===== src/rtl/perf_pkg.sv =====
// rtl/perf_pkg.sv - shared types and encodings for the branch performance monitor
//
// Contents: measurement-window state enum, rd_sel encodings, ovf/event bit
// positions and the default flush penalty.
package perf_pkg;

  typedef enum logic [1:0] {
    ST_IDLE   = 2'd0,
    ST_RUN    = 2'd1,
    ST_FROZEN = 2'd2
  } perf_state_t;

  // Read-select encodings; anything above SEL_INST reads as zero.
  localparam logic [2:0] SEL_CYCLE   = 3'd0;
  localparam logic [2:0] SEL_STALL   = 3'd1;
  localparam logic [2:0] SEL_BRANCH  = 3'd2;
  localparam logic [2:0] SEL_MISPRED = 3'd3;
  localparam logic [2:0] SEL_INST    = 3'd4;

  // Bit positions inside the event/wrap/ovf vectors {mispred, branch, stall, cycle}.
  localparam int EV_CYCLE   = 0;
  localparam int EV_STALL   = 1;
  localparam int EV_BRANCH  = 2;
  localparam int EV_MISPRED = 3;

  localparam int FLUSH_PENALTY_DEFAULT = 4;

endpackage


===== src/rtl/perf_counter.sv =====
// rtl/perf_counter.sv - clear/enable event counter with wrap indication
//
// Ports:
//   clk   - clock, all updates on posedge
//   clr   - synchronous clear, has priority over en
//   en    - count one event this cycle
//   count - current counter value (wraps modulo 2^CNT_W)
//   wrap  - high in the cycle whose increment takes count from all-ones to zero
module perf_counter #(
  parameter int CNT_W = 32
) (
  input  logic             clk,
  input  logic             clr,
  input  logic             en,
  output logic [CNT_W-1:0] count,
  output logic             wrap
);

  always_ff @(posedge clk) begin
    if (clr) begin
      count <= '0;
    end else if (en) begin
      count <= count + CNT_W'(1);
    end
  end

  assign wrap = en & ~clr & (&count);

endmodule


===== src/rtl/branch_perf_monitor.sv =====
// rtl/branch_perf_monitor.sv - branch/stall performance counters with a start/stop window
//
// Ports:
//   clk, rst_BF          - clock and synchronous active-high reset
//   start, stop          - open (and clear) / close the measurement window
//   hit_2, stall_2       - branch resolved / pipeline stalled this cycle
//   rst_out              - misprediction flush this cycle
//   rd_req, rd_sel       - read request and counter select
//   rd_ack, rd_data      - one-cycle read-valid pulse and registered read data
//   running              - window is open (state RUN)
//   ovf                  - sticky wrap flags {mispred, branch, stall, cycle}
// Build option: PERF_OVF_EN enables the sticky wrap flags; otherwise ovf is 0.
module branch_perf_monitor
  import perf_pkg::*;
#(
  parameter int CNT_W         = 32,
  parameter int FLUSH_PENALTY = FLUSH_PENALTY_DEFAULT
) (
  input  logic             clk,
  input  logic             rst_BF,
  input  logic             start,
  input  logic             stop,
  input  logic             hit_2,
  input  logic             stall_2,
  input  logic             rst_out,
  input  logic             rd_req,
  input  logic [2:0]       rd_sel,
  output logic             rd_ack,
  output logic [CNT_W-1:0] rd_data,
  output logic             running,
  output logic [3:0]       ovf
);

  // Wide enough that cycle - stall - penalty*mispred cannot overflow, so the
  // top bit is a reliable sign for the clamp.
  localparam int EW = CNT_W + 4;

  perf_state_t      state;
  logic             cnt_clr;
  logic             cnt_run;
  logic [3:0]       ev;
  logic [3:0]       wrap;
  logic [CNT_W-1:0] cycle_cnt;
  logic [CNT_W-1:0] stall_cnt;
  logic [CNT_W-1:0] branch_cnt;
  logic [CNT_W-1:0] mispred_cnt;
  logic [EW-1:0]    inst_wide;
  logic [CNT_W-1:0] inst_cnt;
  logic [CNT_W-1:0] sel_val;
  logic             rd_accept;

  // Window control. start wins over stop; stop only matters while running.
  always_ff @(posedge clk) begin
    if (rst_BF) begin
      state   <= ST_IDLE;
      running <= 1'b0;
    end else if (start) begin
      state   <= ST_RUN;
      running <= 1'b1;
    end else if (state == ST_RUN && stop) begin
      state   <= ST_FROZEN;
      running <= 1'b0;
    end
  end

  // start clears the counters in its own cycle, so counting effectively
  // begins on the following cycle; a stop cycle is still counted.
  assign cnt_clr = rst_BF | start;
  assign cnt_run = (state == ST_RUN);

  always_comb begin
    ev             = '0;
    ev[EV_CYCLE]   = cnt_run;
    ev[EV_STALL]   = cnt_run & stall_2;
    ev[EV_BRANCH]  = cnt_run & hit_2;
    ev[EV_MISPRED] = cnt_run & rst_out;
  end

  perf_counter #(.CNT_W(CNT_W)) u_cycle_cnt (
    .clk   (clk),
    .clr   (cnt_clr),
    .en    (ev[EV_CYCLE]),
    .count (cycle_cnt),
    .wrap  (wrap[EV_CYCLE])
  );

  perf_counter #(.CNT_W(CNT_W)) u_stall_cnt (
    .clk   (clk),
    .clr   (cnt_clr),
    .en    (ev[EV_STALL]),
    .count (stall_cnt),
    .wrap  (wrap[EV_STALL])
  );

  perf_counter #(.CNT_W(CNT_W)) u_branch_cnt (
    .clk   (clk),
    .clr   (cnt_clr),
    .en    (ev[EV_BRANCH]),
    .count (branch_cnt),
    .wrap  (wrap[EV_BRANCH])
  );

  perf_counter #(.CNT_W(CNT_W)) u_mispred_cnt (
    .clk   (clk),
    .clr   (cnt_clr),
    .en    (ev[EV_MISPRED]),
    .count (mispred_cnt),
    .wrap  (wrap[EV_MISPRED])
  );

  // Useful instructions: cycles not lost to stalls or flush penalties.
  assign inst_wide = EW'(cycle_cnt) - EW'(stall_cnt)
                   - EW'(FLUSH_PENALTY) * EW'(mispred_cnt);
  assign inst_cnt  = inst_wide[EW-1] ? '0 : inst_wide[CNT_W-1:0];

  always_comb begin
    sel_val = '0;
    case (rd_sel)
      SEL_CYCLE:   sel_val = cycle_cnt;
      SEL_STALL:   sel_val = stall_cnt;
      SEL_BRANCH:  sel_val = branch_cnt;
      SEL_MISPRED: sel_val = mispred_cnt;
      SEL_INST:    sel_val = inst_cnt;
      default:     sel_val = '0;
    endcase
  end

  // A request is taken only while no ack is showing, which limits reads to
  // one every two cycles. Data is captured from pre-update counter values.
  assign rd_accept = rd_req & ~rd_ack;

  always_ff @(posedge clk) begin
    if (rst_BF) begin
      rd_ack  <= 1'b0;
      rd_data <= '0;
    end else begin
      rd_ack <= rd_accept;
      if (rd_accept) begin
        rd_data <= sel_val;
      end
    end
  end

`ifdef PERF_OVF_EN
  logic [3:0] ovf_q;

  always_ff @(posedge clk) begin
    if (cnt_clr) begin
      ovf_q <= '0;
    end else begin
      ovf_q <= ovf_q | wrap;
    end
  end

  assign ovf = ovf_q;
`else
  logic unused_wrap;

  assign ovf         = '0;
  assign unused_wrap = ^wrap;
`endif

endmodule


===== config.mk =====
export PLATFORM = sky130hd
export DESIGN_NAME = branch_perf_monitor
export DESIGN_NICKNAME = d
export VERILOG_FILES = /design/src/rtl/perf_pkg.sv /design/src/rtl/perf_counter.sv /design/src/rtl/branch_perf_monitor.sv
export SDC_FILE = /design/constraint.sdc
export NUM_CORES = 1
export LEC_CHECK = 0
export ABC_AREA = 1
export ABC_CLOCK_PERIOD_IN_PS = 4950
export BUFFER_PORTS_ARGS = -buffer_cell sky130_fd_sc_hd__buf_2
export CAP_MARGIN = 20
export CORE_MARGIN = 1
export CORE_UTILIZATION = 59
export CTS_CLUSTER_SIZE = 10
export DETAILED_ROUTE_END_ITERATION = 8
export GPL_TIMING_DRIVEN = 0
export HOLD_SLACK_MARGIN = 0.06
export PLACE_DENSITY = 0.73
export REMOVE_ABC_BUFFERS = 1
export SYNTH_ARGS = -nofsm -noshare
export SYNTH_HDL_FRONTEND = slang
export SYNTH_SLANG_ARGS = --single-unit

===== constraint.sdc =====
create_clock -name clk -period 4.95 [get_ports clk]
set_input_delay 0.99 -clock clk [delete_from_list [all_inputs] [get_ports clk]]
set_output_delay 0.99 -clock clk [all_outputs]
set_load 0.01 [all_outputs]

==> impl_results.md, run 1 <==
* CP max FO at 16
* CTS Hold Bufs at 0
* Sw Pwr at 1.20 mW
* Crit path time final at 4.62 ns
* Fin util at 0.665
* Leakage power figure at 5.98 nW
* Maximum VDD drop at 0.235 mV
* Area after DPL at 0.0130 sq mm
* Clock transition at path regs at 0.08 ns
* H-tree depth at 4
* Cell Count, Final, Fillers Out at 2329
* Vias/cell at 5.61
* IO buf count at 44
* Worst setup SP type: register
* DR pass1 iterations at 6
* Peak Freq at 216 MHz
* Part of the cycle the worst path needs at 0.934
* HP Start: rd_data[13]$_SDFFE_PP0P_
* Io pins at 49
* Sequential power share at 0.380
* Mapped Avg Cell Area at 6.20 sq um
* Switching part of the total power at 0.345
* CP required at 5.31 ns
* GPL Wtd Cong at about 0.94
* Unrepaired setup endpoints after global routing: no
* Power Density at 256 mW/mm^2
* Half-perimeter wire length after detailed placement at 29900 microns
* Number of buffers inserted during clock tree synthesis at 17
* Ant. Diodes at 0
* Final Cell Area at 0.0136 sq mm
* Synth top area share at 0.261
* Total Power at between 3 and 4 mW
* Sink Count at 163
* Sequential cell area at 0.00326 sq mm
* Post-synthesis cell type count at 45
* Total core area at between 0.02 and 0.025 sq mm
* Worst Setup SP: u_cycle_cnt.count[0]$_SDFFE_PP0N_
* Cells after Synth at 2018
* FP Rows at 52
* Inst Count DP at approximately 2300
* Internal Power at 2.28 mW
* GRT Total Usage at 0.354
* Root buf cell: clkbuf_16
* Number of global-route vias before repair at 12000
* Die W at about 150 microns
* Worst Skew at ~0.018 ns
* Clock power share at 0.387
* Footprint of the multi-input gates at 0.00784 sq mm
* Cell area after synthesis at 0.0125 sq mm
* Comb power frac at 0.233
* Share of cells above drive strength 1 at 0.0661
* First-pass GRT wire length at 60100 microns
* Die area at 0.0218 sq mm
* Via count at 13100
* Fillers at 1969
* Status: completed
* Hold WS at roughly 0.46 ns
* Largest buffer count on any clock path at 2
* Avg WL per Cell at 16.5 microns
* Leading post-synthesis cells by cell area: dfxtp_1, nand2_1, inv_1
* Post-route DRC at 0
* Largest net degree at the start of global routing at 59
* CP Class: reg -> reg
* Routed WL at 38400 microns
* Final setup vio count at 0
* Final hold violations at 0
* DRT iter0 DRCs at approximately 1400
* Initial antenna violation count at 0
* Post-route ant nets at 0
* Cell taking the most area after synthesis: dfxtp_1
* YS warnings at 0
* Seq/Total Area, Yosys at 0.261
* Die height at roughly 150 microns
* Worst min path class: reg -> reg
* Rel. slew slack at 0.334
* Nets at 2127
* CP Capture Type: register
* Slew of the pin with the lowest slew margin at roughly 1.0 ns
* Global route total overflow at 0
* Max-Cap Viols at 0
* Initial Utilization at 0.610
* CTS tree: done
* Area grow syn2layout at 8.91%
* Final count of pins violating max slew at 0
* Clk_lat worst skew at 0.44 ns
* R2R Path Start: u_cycle_cnt.count[0]$_SDFFE_PP0N_
* Critical path arrival at roughly 5 ns
* Register bit total from synthesis at 163
==> cell usage after synthesis, drive strengths merged <==
library cell,number
nand2,515
inv,333
nor2,243
dfxtp,163
a21oi,140
nand3,106
xor2,79
nor3,72
ha,67
o22ai,58
o21ai,56
clkbuf,31
nand4,31
nor4,25
buf,14
xnor2,13
o21a,10
nand3b,8
o21bai,8
a21o,7
nor3b,7
a311oi,6
and2,6
a31oi,4
clkinv,4
a21boi,2
a221oi,2
fa,2
o211ai,2
a2111oi,1
and3,1
conb,1
or2,1
==> stage by stage <==
stage,worst slack (ns),setup TNS (ns)
floorplan,1.01,0
CTS,0.0825,0
detailed placement,-0.0908,-0.549
global placement,-2.41,-186.46
finish,0.326,0
global route,0.0150,0
==> repair_timing <==
item | CTS | global route
resized for setup | 1 | 8
endpoints found under the hold margin | 0 | 0
endpoints found under the setup margin | 32 | 32
buffers inserted | 0 | 1
pin swaps | 0 | 2
gates cloned | 0 | 1
==> cell families (layout without fill, tap and decap cells) <==
kind of cell	Yosys count	count (layout)	share of synthesized area
AO/OA/AOI/OAI	296	296	0.133
XOR/XNOR	92	92	0.0644
adder cells (fa/ha/maj)	69	69	0.0702
buffers and inverters	382	419	0.118
flip-flops	163	163	0.261
other	1	4	0.000300
AND/OR/NAND/NOR	1015	1016	0.353
==> area by class of cell <==
cell class | count | area share
Inverter | 337 | 0.0931
Timing Repair Buffer | 51 | 0.0255
Tap cell | 270 | 0.0248
Clock inverter | 14 | 0.0105
Clock buffer | 17 | 0.0312
Multi-Input combinational cell | 1477 | 0.575
Sequential cell | 163 | 0.240
==> power by group through the flow <==
stage	clock network, mW	registers (mW)	logic [mW]
final	1.35	1.32	0.810
after detailed placement	0	1.35	0.763
after CTS	1.35	1.32	0.768
after global routing	1.40	1.33	0.910
after global placement	0	1.35	0.743
after floorplan	0	1.36	0.563
==> worst max-delay path, cell delays in order, from the launching register on <==
cell      delay (ns)
dfxtp_1         0.33
inv_1           0.11
ha_1            0.15
inv_1           0.05
fa_1            0.40
nand3_1         0.11
nand2_1         0.11
a21oi_1         0.25
o21ai_1         0.17
a21boi_1        0.21
o21ai_0         0.17
nand2_1         0.13
nand2_1         0.06
nand2_1         0.05
nand2_1         0.07
ha_1            0.38
nand2_1         0.12
nor2_1          0.22
and2_1          0.23
and2_1          0.14
nand2_1         0.06
nand2_1         0.15
nand2_2         0.19
nand2_8         0.21
nand3b_1        0.10
nand2_1         0.15
nand2_1         0.07
a21oi_1         0.15
==> layer usage <==
layer | track usage | wire, microns | vias to the layer above | share of wire
li1 | - | - | 6550 | -
met1 | 0.489 | 17300 | 5970 | 0.45
met2 | 0.574 | 17300 | 486 | 0.45
met3 | 0.0296 | 2660 | 71 | 0.069
met4 | 0.131 | 1070 | 0 | 0.028
met5 | 0 | 0 | - | 0
==> cell usage in the layout, fill, tap and decap left out, drive strengths merged, types with 6 or more instances in the layout <==
cell    count
a21o        7
a21oi     140
a311oi      6
and2        6
buf        51
clkbuf     17
clkinv      6
dfxtp     163
ha         67
inv       340
nand2     516
nand3     106
nand3b      8
nand4      31
nor2      243
nor3       72
nor3b       7
nor4       25
o21a       10
o21ai      56
o21bai      8
o22ai      58
xnor2      13
xor2       79
==> final timing paths <==
kind                              endpoint  slack (ns)  cells past startpoint
setup / recovery   rd_data[2]$_SDFFE_PP0P_        0.33                     27
setup reg to reg   rd_data[2]$_SDFFE_PP0P_        0.33                     27
hold reg to reg   rd_data[13]$_SDFFE_PP0P_        0.46                      2
hold / removal    rd_data[13]$_SDFFE_PP0P_        0.46                      2
==> flip-flops by register name, indices dropped and copies added (netlist names) <==
| name | count |
|---|---|
| rd_ack | 1 |
| rd_data | 32 |
| state | 2 |
| u_branch_cnt.count | 32 |
| u_cycle_cnt.count | 32 |
| u_mispred_cnt.count | 32 |
| u_stall_cnt.count | 32 |
Power figures use the tool's default switching activity.
==> run 2: changes to the inputs <==
MAX_ROUTING_LAYER = met4   (was not set)
==> impl_results.md, run 2 (synthesis results as in run 1) <==
* Global route total overflow at 0 (unchanged)
* First-pass GRT wire length at 59100 microns (-1.6%)
* Via count at 13200 (+0.63%)
* Root buf cell: clkbuf_16
* Part of the cycle the worst path needs at 0.929 (-0.00552)
* Clk_lat worst skew at 0.44 ns (about the same)
* Initial antenna violation count at 0 (unchanged)
* Total core area at 0.0205 sq mm (unchanged)
* Avg WL per Cell at 16.3 microns (-0.91%)
* Rel. slew slack at 0.341 (+0.00741)
* Worst Skew at 0.0131 ns (-0.00458 ns)
* Number of global-route vias before repair at 11800 (-1.7%)
* Wire length on met2 at 17000 microns (-2.0%)
* CP max FO at 16 (unchanged)
* Die area at 0.0218 sq mm (unchanged)
* CTS Hold Bufs at 0 (unchanged)
* Status: completed
* Number of buffers inserted during clock tree synthesis at 17 (unchanged)
* Die W at 148 microns (unchanged)
* Ant. Diodes at 0 (unchanged)
* Sink Count at 163 (unchanged)
* DRT met1 WL at 17000 microns (-2.1%)
* Total Power at 3.49 mW (+0.22%)
* Dpl ws at -0.113 ns (-0.0221 ns)
* Final hold violations at 0 (unchanged)
* Max-Cap Viols at 0 (unchanged)
* Slew of the pin with the lowest slew margin at 0.986 ns (-0.0111 ns)
* Met3 wire length at 2810 microns (+5.8%)
* IO buf count at 44 (unchanged)
* Final worst slack at 0.354 ns (+0.0273 ns)
* Power Density at 256 mW/mm^2 (about the same)
* Vias/cell at 5.65 (+0.59%)
* Worst min path class: reg -> reg
* FP Rows at 52 (unchanged)
* Area grow syn2layout at 9.15%
* Critical path arrival at 4.96 ns (-0.03 ns)
* Most frequent cells in the layout: nand2_1, inv_1, nor2_1, dfxtp_1, a21oi_1
* Half-perimeter wire length after detailed placement at 30000 microns (+0.22%)
* Leakage power figure at 6.00 nW (+0.29%)
* Initial Utilization at 0.610 (unchanged)
* Largest net degree at the start of global routing at 54 (-8.5%)
* GRT Total Usage at 0.360 (+0.00624)
* CP required at 5.32 ns (about the same)
* H-tree depth at 4 (unchanged)
* Setup_tns at 0 ns (unchanged)
* Final setup vio count at 0 (unchanged)
* Post-route DRC at 0 (unchanged)
* DRT iter0 DRCs at 1121 (-22%)
* Nets at 2127 (unchanged)
* Worst setup SP type: register
* Most common cell after layout, fill and taps aside: nand2_1
* CP Class: reg -> reg
* Die height at 148 microns (unchanged)
* Largest buffer count on any clock path at 2 (unchanged)
* CTS tree: done
* Uppermost layer routed: met4
* Hold WS at 0.460 ns (-0.00252 ns)
* Routed WL at 38000 microns (-0.87%)
* Final count of pins violating max slew at 0 (unchanged)
* DR pass1 iterations at 6 (unchanged)
* Area after DPL at 0.0130 sq mm (-0.12%)
* Clock transition at path regs at 0.08 ns (about the same)
* CP Capture Type: register
* Share of cells above drive strength 1 at 0.0670 (+0.000939)
* Final Cell Area at 0.0137 sq mm (+0.22%)
* Io pins at 49 (unchanged)
* Crit path time final at 4.60 ns (-0.0273 ns)
* Peak Freq at 218 MHz (+0.59%)
* GPL Wtd Cong at 0.979 (+3.8%)
* Post-route ant nets at 0 (unchanged)
* Maximum VDD drop at 0.221 mV (-5.9%)
[run 2: cell count changes in the layout (fill, tap and decap cells not counted)]
cell | previous run | this run
clkinvlp_4 | 4 | 2
clkinv_8 | 0 | 3
inv_6 | 4 | 5
clkinv_4 | 1 | 0
nor4_2 | 0 | 1
clkbuf_8 | 0 | 1
inv_8 | 3 | 4
nor4_1 | 25 | 24
bufinv_16 | 1 | 0
clkinv_2 | 1 | 0
[run 2: cell type report]
cell class / count / area [sq um]
clock buffers: 18 / 439
clock inverters: 14 / 153
fillers: 1961 / 6840
inverters: 337 / 1270
multi-input cells: 1477 / 7840
flip-flops and latches: 163 / 3260
well taps: 270 / 338
repair buffers: 51 / 348
[run 2: layer usage]
layer	GRT usage	vias up
met2	0.563	478
met4	0.137	0
li1	-	6546
met3	0.0389	79
met5	-	-
met1	0.479	6057
[run 2: worst paths after layout]
path,start,endpoint,slack [ns],depth (start not counted)
hold reg to reg,rd_data[16]$_SDFFE_PP0P_,rd_data[16]$_SDFFE_PP0P_,0.46,2
hold / removal,rd_data[16]$_SDFFE_PP0P_,rd_data[16]$_SDFFE_PP0P_,0.46,2
setup reg to reg,u_stall_cnt.count[2]$_SDFFE_PP0P_,rd_data[24]$_SDFFE_PP0P_,0.35,25
setup / recovery,u_stall_cnt.count[2]$_SDFFE_PP0P_,rd_data[24]$_SDFFE_PP0P_,0.35,25
[run 2: stage by stage]
stage / util / std cells
final: 0.666 / 2330
after global routing: 0.666 / 2330
after CTS: 0.662 / 2326
after detailed placement: 0.633 / 2294
after global placement: 0.628 / 2290
after floorplan: - / 1976
[run 2: report_power, final]
group	total [mW]	switching (mW)	internal, mW
clock	1.35	0.661	0.690
combinational	0.814	0.560	0.255
sequential	1.32	0.00593	1.32
[run 2: worst max-delay path: stages, from the launching register on]
cell,delay [ns]
dfxtp_1,0.38
inv_1,0.12
ha_1,0.37
nand3_1,0.09
nand2_1,0.13
a21oi_2,0.10
o21bai_1,0.29
a21boi_2,0.15
o21ai_1,0.38
nand3_1,0.17
nand3_1,0.10
nand2_1,0.07
ha_1,0.38
nand2_1,0.14
nor2_1,0.15
inv_1,0.07
nor3_1,0.16
and2_1,0.15
nand2_1,0.07
nand2_1,0.16
nand2_2,0.19
nand2_4,0.27
nand3_1,0.12
nand2_1,0.12
nand2_1,0.06
a21oi_1,0.11
[run 2: what timing repair did]
action / in CTS / in global routing
endpoints found under the setup margin: 32 / 32
buffers inserted: 0 / 1
resized for setup: 1 / 9
gates cloned: 0 / 1
pin swaps: 0 / 2
